==> src/rtl/legv8_flag_branch_unit_pkg.sv <==
// Shared types for the LEGv8 flag/branch unit: writeback op codes, condition codes,
// FSM states, the NZCV flag struct and the B.cond evaluation function.
package legv8_flag_branch_unit_pkg;

  localparam logic [1:0] OpAdd   = 2'b00;
  localparam logic [1:0] OpSub   = 2'b01;
  localparam logic [1:0] OpLogic = 2'b10;
  localparam logic [1:0] OpRsvd  = 2'b11;

  localparam logic [3:0] CondEq = 4'h0;
  localparam logic [3:0] CondNe = 4'h1;
  localparam logic [3:0] CondHs = 4'h2;
  localparam logic [3:0] CondLo = 4'h3;
  localparam logic [3:0] CondMi = 4'h4;
  localparam logic [3:0] CondPl = 4'h5;
  localparam logic [3:0] CondVs = 4'h6;
  localparam logic [3:0] CondVc = 4'h7;
  localparam logic [3:0] CondHi = 4'h8;
  localparam logic [3:0] CondLs = 4'h9;
  localparam logic [3:0] CondGe = 4'hA;
  localparam logic [3:0] CondLt = 4'hB;
  localparam logic [3:0] CondGt = 4'hC;
  localparam logic [3:0] CondLe = 4'hD;
  localparam logic [3:0] CondAl = 4'hE;
  localparam logic [3:0] CondNv = 4'hF;

  typedef enum logic [1:0] {StIdle, StWait, StResp} state_e;

  typedef struct packed {
    logic n;
    logic z;
    logic c;
    logic v;
  } flags_t;

  function automatic logic cond_eval(input logic [3:0] cond, input flags_t f);
    logic r;
    case (cond)
      CondEq:  r = f.z;
      CondNe:  r = !f.z;
      CondHs:  r = f.c;
      CondLo:  r = !f.c;
      CondMi:  r = f.n;
      CondPl:  r = !f.n;
      CondVs:  r = f.v;
      CondVc:  r = !f.v;
      CondHi:  r = f.c && !f.z;
      CondLs:  r = !(f.c && !f.z);
      CondGe:  r = (f.n == f.v);
      CondLt:  r = (f.n != f.v);
      CondGt:  r = !f.z && (f.n == f.v);
      CondLe:  r = !(!f.z && (f.n == f.v));
      default: r = 1'b1;  // AL and NV both always execute
    endcase
    return r;
  endfunction

endpackage

==> src/rtl/legv8_flag_calc.sv <==
// Combinational NZCV generation from a retiring flag-setting ALU op.
module legv8_flag_calc
  import legv8_flag_branch_unit_pkg::*;
#(
  parameter int unsigned DATA_W = 64
) (
  input  logic [1:0]        op_i,
  input  logic [DATA_W-1:0] a_i,
  input  logic [DATA_W-1:0] b_i,
  input  logic [DATA_W-1:0] result_i,
  output flags_t            flags_o,
  output logic              wr_en_o
);

  logic a_msb, b_msb, r_msb;

  assign a_msb = a_i[DATA_W-1];
  assign b_msb = b_i[DATA_W-1];
  assign r_msb = result_i[DATA_W-1];

  always_comb begin
    flags_o   = '0;
    flags_o.n = r_msb;
    flags_o.z = (result_i == '0);
    wr_en_o   = 1'b1;
    case (op_i)
      OpAdd: begin
        // a + b carries out exactly when a exceeds the headroom ~b
        flags_o.c = (a_i > ~b_i);
        flags_o.v = (a_msb == b_msb) && (r_msb != a_msb);
      end
      OpSub: begin
        flags_o.c = (a_i >= b_i);
        flags_o.v = (a_msb != b_msb) && (r_msb != a_msb);
      end
      OpLogic: begin
        flags_o.c = 1'b0;
        flags_o.v = 1'b0;
      end
      default: wr_en_o = 1'b0;
    endcase
  end

endmodule

==> src/rtl/legv8_flag_branch_unit.sv <==
// Flag register, in-flight flag-writer tracking and B.cond evaluation with a
// writeback bypass so a branch never evaluates stale flags.
module legv8_flag_branch_unit
  import legv8_flag_branch_unit_pkg::*;
#(
  parameter int unsigned DATA_W = 64,
  parameter int unsigned PEND_W = 2
) (
  input  logic              iCLK,
  input  logic              iRST_n,
  input  logic              iIssue,
  output logic              oIssueReady,
  input  logic              iWbValid,
  input  logic [1:0]        iWbOp,
  input  logic [DATA_W-1:0] iWbA,
  input  logic [DATA_W-1:0] iWbB,
  input  logic [DATA_W-1:0] iWbResult,
  input  logic              iBrValid,
  input  logic [3:0]        iBrCond,
  output logic              oBrReady,
  output logic              oBrDone,
  output logic              oBrTaken,
  output logic [3:0]        oFlags
);

  localparam logic [PEND_W-1:0] PendMax = '1;
  localparam logic [PEND_W-1:0] PendOne = PEND_W'(1);

  flags_t            flags_q, wb_flags, eff_flags;
  logic              wb_wr;
  logic [PEND_W-1:0] pend_q, pend_d;
  logic              issue_acc, flags_current;
  state_e            state_q;
  logic [3:0]        cond_q;
  logic              taken_q;

  legv8_flag_calc #(
    .DATA_W (DATA_W)
  ) u_flag_calc (
    .op_i     (iWbOp),
    .a_i      (iWbA),
    .b_i      (iWbB),
    .result_i (iWbResult),
    .flags_o  (wb_flags),
    .wr_en_o  (wb_wr)
  );

  assign oIssueReady = (pend_q != PendMax);
  assign issue_acc   = iIssue && oIssueReady;

  always_comb begin
    pend_d = pend_q;
    unique case ({issue_acc, iWbValid})
      2'b10:   pend_d = pend_q + PendOne;
      2'b01:   pend_d = (pend_q != '0) ? pend_q - PendOne : pend_q;
      default: pend_d = pend_q;
    endcase
  end

  // The last outstanding writer retiring this cycle makes its flags usable via bypass
  assign flags_current = (pend_q == '0) ||
                         ((pend_q == PendOne) && iWbValid && !issue_acc);
  assign eff_flags     = (iWbValid && wb_wr) ? wb_flags : flags_q;

  always_ff @(posedge iCLK or negedge iRST_n) begin
    if (!iRST_n) begin
      flags_q <= '0;
      pend_q  <= '0;
    end else begin
      pend_q <= pend_d;
      if (iWbValid && wb_wr) begin
        flags_q <= wb_flags;
      end
    end
  end

  always_ff @(posedge iCLK or negedge iRST_n) begin
    if (!iRST_n) begin
      state_q <= StIdle;
      cond_q  <= '0;
      taken_q <= 1'b0;
    end else begin
      case (state_q)
        StIdle: begin
          if (iBrValid) begin
            cond_q <= iBrCond;
            if (flags_current) begin
              taken_q <= cond_eval(iBrCond, eff_flags);
              state_q <= StResp;
            end else begin
              state_q <= StWait;
            end
          end
        end
        StWait: begin
          if (flags_current) begin
            taken_q <= cond_eval(cond_q, eff_flags);
            state_q <= StResp;
          end
        end
        StResp: begin
          taken_q <= 1'b0;
          state_q <= StIdle;
        end
        default: state_q <= StIdle;
      endcase
    end
  end

  assign oBrReady = (state_q == StIdle);
  assign oBrDone  = (state_q == StResp);
  assign oBrTaken = taken_q;
  assign oFlags   = flags_q;

endmodule

==> config.mk <==
export PLATFORM = sky130hd
export DESIGN_NAME = legv8_flag_branch_unit
export DESIGN_NICKNAME = d
export VERILOG_FILES = /design/src/rtl/legv8_flag_branch_unit_pkg.sv /design/src/rtl/legv8_flag_calc.sv /design/src/rtl/legv8_flag_branch_unit.sv
export SDC_FILE = /design/constraint.sdc
export NUM_CORES = 1
export LEC_CHECK = 0
export CORE_ASPECT_RATIO = 1.25
export CORE_MARGIN = 4
export CORE_UTILIZATION = 35
export CTS_CLUSTER_SIZE = 16
export DETAILED_ROUTE_END_ITERATION = 8
export PLACE_DENSITY = 0.67
export SLEW_MARGIN = 10
export SYNTH_ARGS = -nofsm -noshare
export SYNTH_HDL_FRONTEND = slang
export SYNTH_SLANG_ARGS = --single-unit
==> constraint.sdc <==
create_clock -name iCLK -period 5.4 [get_ports iCLK]
set_clock_uncertainty 0.05 [all_clocks]
set_input_delay 1.08 -clock iCLK [delete_from_list [all_inputs] [get_ports iCLK]]
set_output_delay 1.08 -clock iCLK [all_outputs]
set_load 0.02 [all_outputs]
==> metrics.txt, run 1 <==
CTS Buf Count=3; Startpoint Class=primary input; first-pass GRT wire length=between 20,000 and 25,000 µm; post-synth top area share=between 30% and 40%; initial antenna violation count=0; post-CTS resize count=0; CTS root buf=clkbuf_16; Pins Over Slew Limit=0; synth cell count leaders=ha_1, inv_1, a21oi_1; dominant cell type by area after synthesis=ha_1; Worst-Margin Slew=0.7949 ns; # hold bufs at CTS=0; final wirelength=between 10,000 and 15,000 µm; Vert. Die Dim=about 130 µm; Fmax=250.0 MHz; Hold Violations, Final=0; clock latency on the worst-skew pair=0.25 ns; sequential power share=18.7%; total gr overflow=0; layout cells sized above 1=4.376%; Avg Vias per Cell=5.118; Post-CTS Setup Bufs=0; CTS tree=done; Synth area leaders=ha_1, inv_1, dfrtp_1, a21oi_1, nor4_1; final instance area=0.006804 mm²; Clock Tree Buf Depth=2; sequential-to-total area share from yosys stat=approximately 7.3%; I/O pin total=211; core footprint=0.01227 mm²; Post-layout nets=1,116; Net Sw Frac=a little over two fifths; most frequent cell after synthesis=ha_1; max cap viols=0; P per Cell Area=approximately 150 mW/mm²; unrepaired setup endpoints after global routing=no; Max VDD drop=150.7 µV; syn avg cell area=7.825 µm²; Tmin final=4.000 ns; FFs w/ async S/R, synth=100.0%; DRC=0; Starting DRT DRC Count=around 130; gpl congestion=around 0.87; Lkg Pwr=around 0.0031 µW; crit path DAT=~4 ns; Sink Count=13; crit path max fanout=5; Psw=432.0 µW; Synth-to-Final Area Change=53.36%; Clk network pwr share=13.8%; diodes inserted=0; slew margin rel.=a little under half; vias=4,816; largest net degree at the start of global routing=14; overall routing resource usage=18.59%; Ys Warns=0; HPWL after DPL=12,770 µm; Setup violations, final=0; H-Tree Depth=1; Distinct cells, synth=63; filler cell count=1,178; WL per Instance=approximately 15 µm; total die area=0.01455 mm²; Routed Antenna Nets=0; total power=1035 µW; placed inst area=0.006725 mm²; Mapped Area=0.004437 mm²; Data required, critical path=5.48 ns; Internal=602.9 µW; Post-synth EDFFs=0; initial core utilization=36.15%; Mapped Nets=about 910; Placed Cells=937; I/O Buffers=210; # rows=45; Final Instance Count excl. Fillers=941; Synth Flop Type=dfrtp_1; status=complete, no violations; vias in the first global route=5,047; Pre-antenna DRT Iters=4; Final TNS setup=0 ns; Hold WC Path Type=reg2reg; clk slew on worst S/H paths=0.05 ns; Setup Crit Path Kind=in2reg; critical path capture point type=flop; Comb power frac=roughly two thirds; Syn Inst Count=between 500 and 600; Yosys reg bits=13; die width=108.7 µm; period utilisation layout=about three quarters
==> through the flow <==
stage | setup slack, ns | hold slack, ns | utilization, %
2_1_floorplan | 2.116 | 0.4480 | -
5_1_grt | 1.225 | 0.5304 | 55.43
6_report | 1.400 | 0.4983 | 55.43
4_1_cts | 1.412 | 0.5126 | 55.43
3_5_place_dp | 1.165 | 0.5079 | 54.79
3_3_place_gp | 1.152 | 0.4800 | 54.79
==> path summary, 6_finish.rpt <==
check / start / end / slack [ns] / cells past startpoint
min in group asynchronous: iRST_n / state_q[0]$_DFFE_PN0P_ / 1.18 / 1
hold / removal: pend_q[0]$_DFFE_PN0P_ / pend_q[0]$_DFFE_PN0P_ / 0.50 / 1
max in group asynchronous: iRST_n / oFlags[3]$_DFF_PN0_ / 3.72 / 1
hold reg to reg: pend_q[0]$_DFFE_PN0P_ / pend_q[0]$_DFFE_PN0P_ / 0.50 / 1
setup / recovery: iWbB[47] / oBrTaken$_DFFE_PN0P_ / 1.40 / 12
setup reg to reg: pend_q[1]$_DFFE_PN0P_ / oBrTaken$_DFFE_PN0P_ / 3.26 / 10
==> registers in the layout (all words and copies together), names as in the netlist <==
name      flops
oFlags        4
pend_q        2
cond_q        4
oBrTaken      1
state_q       2
==> metal layers <==
layer  vias to the layer above  routed length, µm  global-route usage, %
li1                       2448                  -                      -
met1                      2162               5304                  18.86
met2                       185               7428                  37.66
met3                        21               1035                  3.226
met4                         0                354                  5.053
met5                         -                  0                      0
==> area by class of cell <==
class | instances | area [µm²] | area share (%)
flip-flops and latches | 13 | 325.3 | 4.781
inverters | 101 | 384.1 | 5.645
well taps | 164 | 205.2 | 3.016
multi-input cells | 449 | 3709 | 54.51
repair buffers | 210 | 2102 | 30.89
clock buffers | 4 | 78.83 | 1.159
==> logic make-up after synthesis <==
logic type	synth area share [%]
buf+inv	9.081
mux	1.720
simple gates	19.54
compound gates	22.70
xor+xnor	1.551
fa+ha+maj	38.07
flops	7.332
==> power groups by stage <==
stage                     Sequential (µW)  Clock [µW]  Combinational (µW)
after CTS                             192         145                 703
after floorplan                       174           0                 417
after global placement                189           0                 676
after global routing                  198         150                 782
final                                 193         142                 699
after detailed placement              192           0                 697
==> worst max-delay path, stage by stage <==
cell and delay (ns):
clkdlybuf4s50_1 0.51, inv_1 0.05, ha_1 0.33, nand4_1 0.17
nor4_2 0.39, nand2_1 0.15, a31oi_1 0.25, a2111oi_1 0.12
or3b_4 0.46, a211oi_1 0.32, o31ai_2 0.11, o2bb2ai_2 0.13
==> placed cells by master (no fill, tap or decap), drive strengths merged, types with 2 or more instances in the layout <==
master,n
clkdlybuf4s50,210
ha,135
inv,100
a21oi,63
nor4,33
nand2,31
nor2,27
o21ai,22
nand4,20
nor2b,13
dfrtp,13
o21bai,10
a221oi,7
nand3,6
o31ai,6
nor3,5
o211ai,5
nand2b,4
a31oi,4
xnor2,4
clkbuf,4
a21boi,3
a21o,3
a211oi,3
or2,3
mux2,3
xor2,3
mux2i,3
a2111oi,3
and2,2
o41ai,2
a211o,2
and4,2
o22ai,2
a31o,2
a22oi,2
o2111a,2
Power figures use the tool's default switching activity.
==> run 2: changes to the inputs <==
==> constraint.sdc (replaced) <==
create_clock -name iCLK -period 3.7 [get_ports iCLK]
set_clock_uncertainty 0.05 [all_clocks]
set_input_delay 0.74 -clock iCLK [delete_from_list [all_inputs] [get_ports iCLK]]
set_output_delay 0.74 -clock iCLK [all_outputs]
set_load 0.02 [all_outputs]
==> metrics.txt, run 2 (synthesis gave the netlist of run 1 again) <==
total gr overflow=0 (unchanged); Crit-path slowest cell=clkdlybuf4s50_1; Data required, critical path=3.78 ns (-1.70 ns); CTS Buf Count=3 (unchanged); slew margin rel.=57.12% (+11 points); overall routing resource usage=19.12% (+0.53 points); largest net degree at the start of global routing=14 (unchanged); Setup Crit Path Kind=in2reg; core footprint=0.01227 mm² (unchanged); Max VDD drop=198.2 µV (+31%); initial antenna violation count=0 (unchanged); I/O Buffers=210 (unchanged); WL per Instance=15.09 µm (+0.52%); Psw=637.5 µW (+48%); Hold WC Path Type=reg2reg; Clk network pwr share=13.5% (-0.3 points); total die area=0.01455 mm² (unchanged); # rows=45 (unchanged); critical path depth=12 (unchanged); initial core utilization=36.15% (unchanged); P per Cell Area=220.2 mW/mm² (+45%); Setup violations, final=0 (unchanged); critical path capture point type=flop; diodes inserted=0 (unchanged); Hold Violations, Final=0 (unchanged); sequential power share=18.1% (-0.6 points); R2R depth=10 (unchanged); Starting DRT DRC Count=119 (-5.6%); hold_sp=pend_q[0]$_DFFE_PN0P_; Internal=899.9 µW (+49%); Fmax=286.9 MHz; largest delay contributor family on the critical path=simple AND/OR/NAND/NOR gates; first-pass GRT wire length=22,850 µm (+2.9%); Synth-to-Final Area Change=57.33%; hold_ws=0.4973 ns (-0.0009850 ns); vias in the first global route=5,175 (+2.5%); unrepaired setup endpoints after global routing=no; Sink Count=13 (unchanged); area of the multi-input gates=0.003727 mm² (+0.51%); most frequent cells in the layout=clkdlybuf4s50_1, ha_1, inv_1, a21oi_1, nand2_1; hold path depth=1 (unchanged); Vert. Die Dim=133.9 µm (unchanged); CTS root buf=clkbuf_16; CTS tree=done; DRC=0 (unchanged); Pre-antenna DRT Iters=4 (unchanged); Avg Vias per Cell=5.075 (-0.84%); R2R Path Start=pend_q[0]$_DFFE_PN0P_; status=complete, no violations; gpl congestion=0.8920 (+2.3%); vias=4,882 (+1.4%); max cap viols=0 (unchanged); Startpoint Class=primary input; layout cells sized above 1=7.268% (+2.9 points); Tmin final=3.485 ns; I/O pin total=211 (unchanged); most common cell after layout, fill and taps aside=clkdlybuf4s50_1; Worst-Margin Slew=0.6413 ns (-0.1536 ns); Post-layout nets=1,137 (+1.9%); HPWL after DPL=13,150 µm (+3.0%); Comb power frac=68.3% (+0.8 points); Routed Antenna Nets=0 (unchanged); Post-CTS Setup Bufs=0 (unchanged); total power=1537 µW (+49%); period utilisation layout=~94%; register area=325.3 µm² (unchanged); r2r endpoint=oBrTaken$_DFFE_PN0P_; H-Tree Depth=1 (unchanged); filler cell count=1,178 (unchanged); Pins Over Slew Limit=0 (unchanged); Lkg Pwr=0.003240 µW (+3.4%); CP bufs+invs=2 (unchanged); clk slew on worst S/H paths=0.05 ns (about the same); Clock Tree Buf Depth=2 (unchanged); Max stage delay on crit path=0.50 ns (about the same); Hold Path Sink=pend_q[0]$_DFFE_PN0P_; crit path max fanout=5 (unchanged); clock latency on the worst-skew pair=0.25 ns (about the same); Net Sw Frac=41.46% (-0.28 points); crit path DAT=3.57 ns (-0.51 ns); die width=108.7 µm (unchanged); critical path cell sequence=clkdlybuf4s50_1, inv_1, ha_1, nand4_1, nor4_2, nand2_1, a31oi_1, a2111oi_2, or3b_4, a211oi_1, o31ai_2, o2bb2ai_2; final wirelength=14,510 µm (+2.8%); r2r setup slk=1.56 ns (-1.70 ns)
[run 2: changes by cell type in the layout (fill, tap and decap cells not counted)]
cell / previous run / this run
a2111oi_0: 1 / 0
buf_4: 0 / 21
nor4bb_1: 1 / 0
nor4_1: 26 / 25
nor4_2: 7 / 8
a2111oi_2: 0 / 1
nor4bb_2: 0 / 1
[run 2: metrics by stage]
stage,setup slack (ns),TNS (ns),instances,utilization (%),instance area (µm²)
4_1_cts,0.09298,0,962,56.72,6962
3_3_place_gp,-0.06826,-0.06826,958,56.08,6883
2_1_floorplan,0.7557,0,567,-,4437
5_1_grt,0.002100,0,962,56.87,6980
6_report,0.2150,0,962,56.87,6980
3_5_place_dp,-0.1278,-0.1278,958,56.08,6883
[run 2: how the worst max path moves through the flow]
stage,startpoint,slack (ns),endpoint
floorplan,iWbB[34],0.76,oBrTaken$_DFFE_PN0P_
global placement,iWbB[58],-0.07,oBrTaken$_DFFE_PN0P_
detailed placement,iWbB[23],-0.13,oBrTaken$_DFFE_PN0P_
CTS,iWbB[23],0.09,oBrTaken$_DFFE_PN0P_
global route,iWbB[23],0.002,oBrTaken$_DFFE_PN0P_
finish,iWbB[47],0.21,oBrTaken$_DFFE_PN0P_
[run 2: per-layer routing]
| metal | vias to the layer above | global-route usage (%) | part of all wire [%] |
|---|---|---|---|
| li1 | 2484 | - | - |
| met1 | 2214 | 18.78 | 37 |
| met2 | 168 | 39.24 | 54 |
| met3 | 16 | 4.189 | 7.6 |
| met4 | 0 | 4.351 | 1.9 |
| met5 | - | 0 | 0 |
[run 2: what timing repair did]
action / in CTS / in global routing
gates resized for setup: 0 / 4
hold buffers: 0 / 0
endpoints found under the setup margin: 0 / 1
[run 2: layout make-up]
cell class,count,share of cell area [%]
inverters,101,5.503
repair buffers,231,32.37
well taps,164,2.940
flip-flops and latches,13,4.660
multi-input cells,449,53.40
clock buffers,4,1.129
[run 2: power by group through the flow]
stage	clock (µW)	sequential [µW]	combinational [µW]
floorplan	0	254	608
CTS	212	278	1050
global placement	0	275	1010
finish	208	279	1050
detailed placement	0	280	1040
global route	218	291	1170
[run 2: worst register-to-register path: cells and delay by family (launching register included)]
kind / cells / cell delay [ns]
simple gates: 4 / 0.86
compound gates: 5 / 0.53
fa+ha+maj: 1 / 0.18
flops: 1 / 0.41
==> run 3: changes to the inputs <==
--- a/config.mk
+++ b/config.mk
@@ -11,6 +11,7 @@
 export CTS_CLUSTER_SIZE = 16
 export DETAILED_ROUTE_END_ITERATION = 8
 export PLACE_DENSITY = 0.67
+export RECOVER_POWER = 100
 export SLEW_MARGIN = 10
 export SYNTH_ARGS = -nofsm -noshare
 export SYNTH_HDL_FRONTEND = slang
==> metrics.txt, run 3 (synthesis gave the netlist of run 1 again) <==
Synth-to-Final Area Change=57.25% (about the same); final wirelength=14,530 µm (about the same); # rows=45 (unchanged); Net Sw Frac=41.70% (+0.24 points); die width=108.7 µm (unchanged); vias in the first global route=5,175 (unchanged); first-pass GRT wire length=22,850 µm (unchanged); Clk network pwr share=13.7% (+0.2 points); most frequent cells in the layout=clkdlybuf4s50_1, ha_1, inv_1, a21oi_1, nand2_1; clk slew on worst S/H paths=0.05 ns (about the same); register area=325.3 µm² (unchanged); Starting DRT DRC Count=110 (-7.6%); max cap viols=0 (unchanged); Lkg Pwr=0.003252 µW (+0.37%); Clock Tree Buf Depth=2 (unchanged); Max VDD drop=189.8 µV (-4.2%); Startpoint Class=primary input; Post-CTS Setup Bufs=0 (unchanged); overall routing resource usage=19.12% (unchanged); Comb power frac=68.1% (-0.2 points); Hold Violations, Final=0 (unchanged); DRC=0 (unchanged); Worst-Margin Slew=0.7268 ns (+0.08550 ns); Avg Vias per Cell=5.077 (about the same); crit path DAT=3.63 ns (+0.06 ns); sequential power share=18.3% (+0.2 points); total gr overflow=0 (unchanged); Fmax=285.7 MHz (-0.45%); Final Util=56.84% (about the same); Setup Crit Path Kind=in2reg; area of the multi-input gates=0.003724 mm² (-0.10%); critical path cell sequence=dlygate4sd3_1, a21bo_4, and2_1, a21oi_1, clkinv_4, mux2i_1, a221oi_1, nor2_1, o31ai_2, o2bb2ai_2; vias=4,884 (+0.041%); Max stage delay on crit path=0.71 ns (+0.21 ns); initial core utilization=36.15% (unchanged); CTS root buf=clkbuf_16; CTS Buf Count=3 (unchanged); HPWL after DPL=13,150 µm (unchanged); diodes inserted=0 (unchanged); Routed Antenna Nets=0 (unchanged); slew margin rel.=51.55% (-5.6 points); WL per Instance=15.10 µm (about the same); Psw=637.2 µW (about the same); critical path capture point type=flop; clock latency on the worst-skew pair=0.25 ns (about the same); unrepaired setup endpoints after global routing=no; gpl congestion=0.8920 (unchanged); period utilisation layout=94.61% (+0.42 points); Data required, critical path=3.83 ns (+0.05 ns); hold_ws=0.4974 ns (+0.00008100 ns); P per Cell Area=219.0 mW/mm² (-0.55%); Tmin final=3.501 ns (+0.01568 ns); Internal=890.8 µW (-1.0%); Setup violations, final=0 (unchanged); status=complete, no violations; crit path max fanout=9 (+4); layout cells sized above 1=7.143% (-0.13 points); largest net degree at the start of global routing=14 (unchanged); core footprint=0.01227 mm² (unchanged); Pins Over Slew Limit=0 (unchanged); I/O pin total=211 (unchanged); I/O Buffers=210 (unchanged); CTS tree=done; initial antenna violation count=0 (unchanged); Post-layout nets=1,137 (unchanged); most common cell after layout, fill and taps aside=clkdlybuf4s50_1; largest delay contributor family on the critical path=compound AO/OA/AOI/OAI gates; Pre-antenna DRT Iters=5 (+1); H-Tree Depth=1 (unchanged); Vert. Die Dim=133.9 µm (unchanged); filler cell count=1,180 (+0.17%); CP bufs+invs=2 (unchanged); Sink Count=13 (unchanged); total power=1528 µW (-0.61%); total die area=0.01455 mm² (unchanged); Hold WC Path Type=reg2reg; Crit-path slowest cell=dlygate4sd3_1
[run 3: changes by cell type in the layout (fill, tap and decap cells not counted)]
| cell | before | now |
|---|---|---|
| a21oi_1 | 62 | 63 |
| dlygate4sd3_1 | 0 | 12 |
| a21oi_2 | 1 | 0 |
| clkdlybuf4s50_1 | 210 | 198 |
[run 3: cell type report]
class,instances,share of cell area [%]
Inverter,101,5.506
Tap cell,164,2.941
Clock buffer,4,1.130
Multi-Input combinational cell,449,53.37
Timing Repair Buffer,231,32.39
Sequential cell,13,4.663
[run 3: power by group through the flow]
| stage | Clock, µW | Sequential [µW] | Combinational, µW |
|---|---|---|---|
| detailed placement | 0 | 280 | 1040 |
| floorplan | 0 | 254 | 608 |
| finish | 209 | 279 | 1040 |
| global placement | 0 | 275 | 1010 |
| global route | 218 | 290 | 1160 |
| CTS | 212 | 278 | 1050 |
[run 3: metal layers]
metal  global-route usage, %  up-vias  wire (µm)
li1                        -     2485          -
met1                   18.78     2205       5305
met2                   39.24      176       7823
met3                   4.189       18       1117
met4                   4.351        0        278
met5                       0        -          0
[run 3: timing repair]
action | in CTS | in global routing
gates resized for setup | 0 | 4
endpoints found under the setup margin | 0 | 1
hold buffers | 0 | 0
[run 3: path summary, 6_finish.rpt]
path,from,slack (ns),depth (start not counted),to
max in group asynchronous,iRST_n,2.28,1,cond_q[1]$_DFFE_PN0P_
min in group asynchronous,iRST_n,0.91,1,cond_q[0]$_DFFE_PN0P_
worst min-delay path,pend_q[0]$_DFFE_PN0P_,0.50,1,pend_q[0]$_DFFE_PN0P_
worst min register to register,pend_q[0]$_DFFE_PN0P_,0.50,1,pend_q[0]$_DFFE_PN0P_
worst max-delay path,iWbValid,0.20,10,oBrTaken$_DFFE_PN0P_
worst max register to register,oFlags[2]$_DFF_PN0_,1.38,8,oBrTaken$_DFFE_PN0P_
[run 3: stage by stage]
step / std cells / TNS (ns) / setup slack [ns] / cell area, µm²
after global routing: 962 / 0 / 0.002102 / 6977
after CTS: 962 / 0 / 0.09298 / 6962
final: 962 / 0 / 0.1993 / 6977
after floorplan: 567 / 0 / 0.7557 / 4437
after global placement: 958 / -0.06826 / -0.06826 / 6883
after detailed placement: 958 / -0.1278 / -0.1278 / 6883
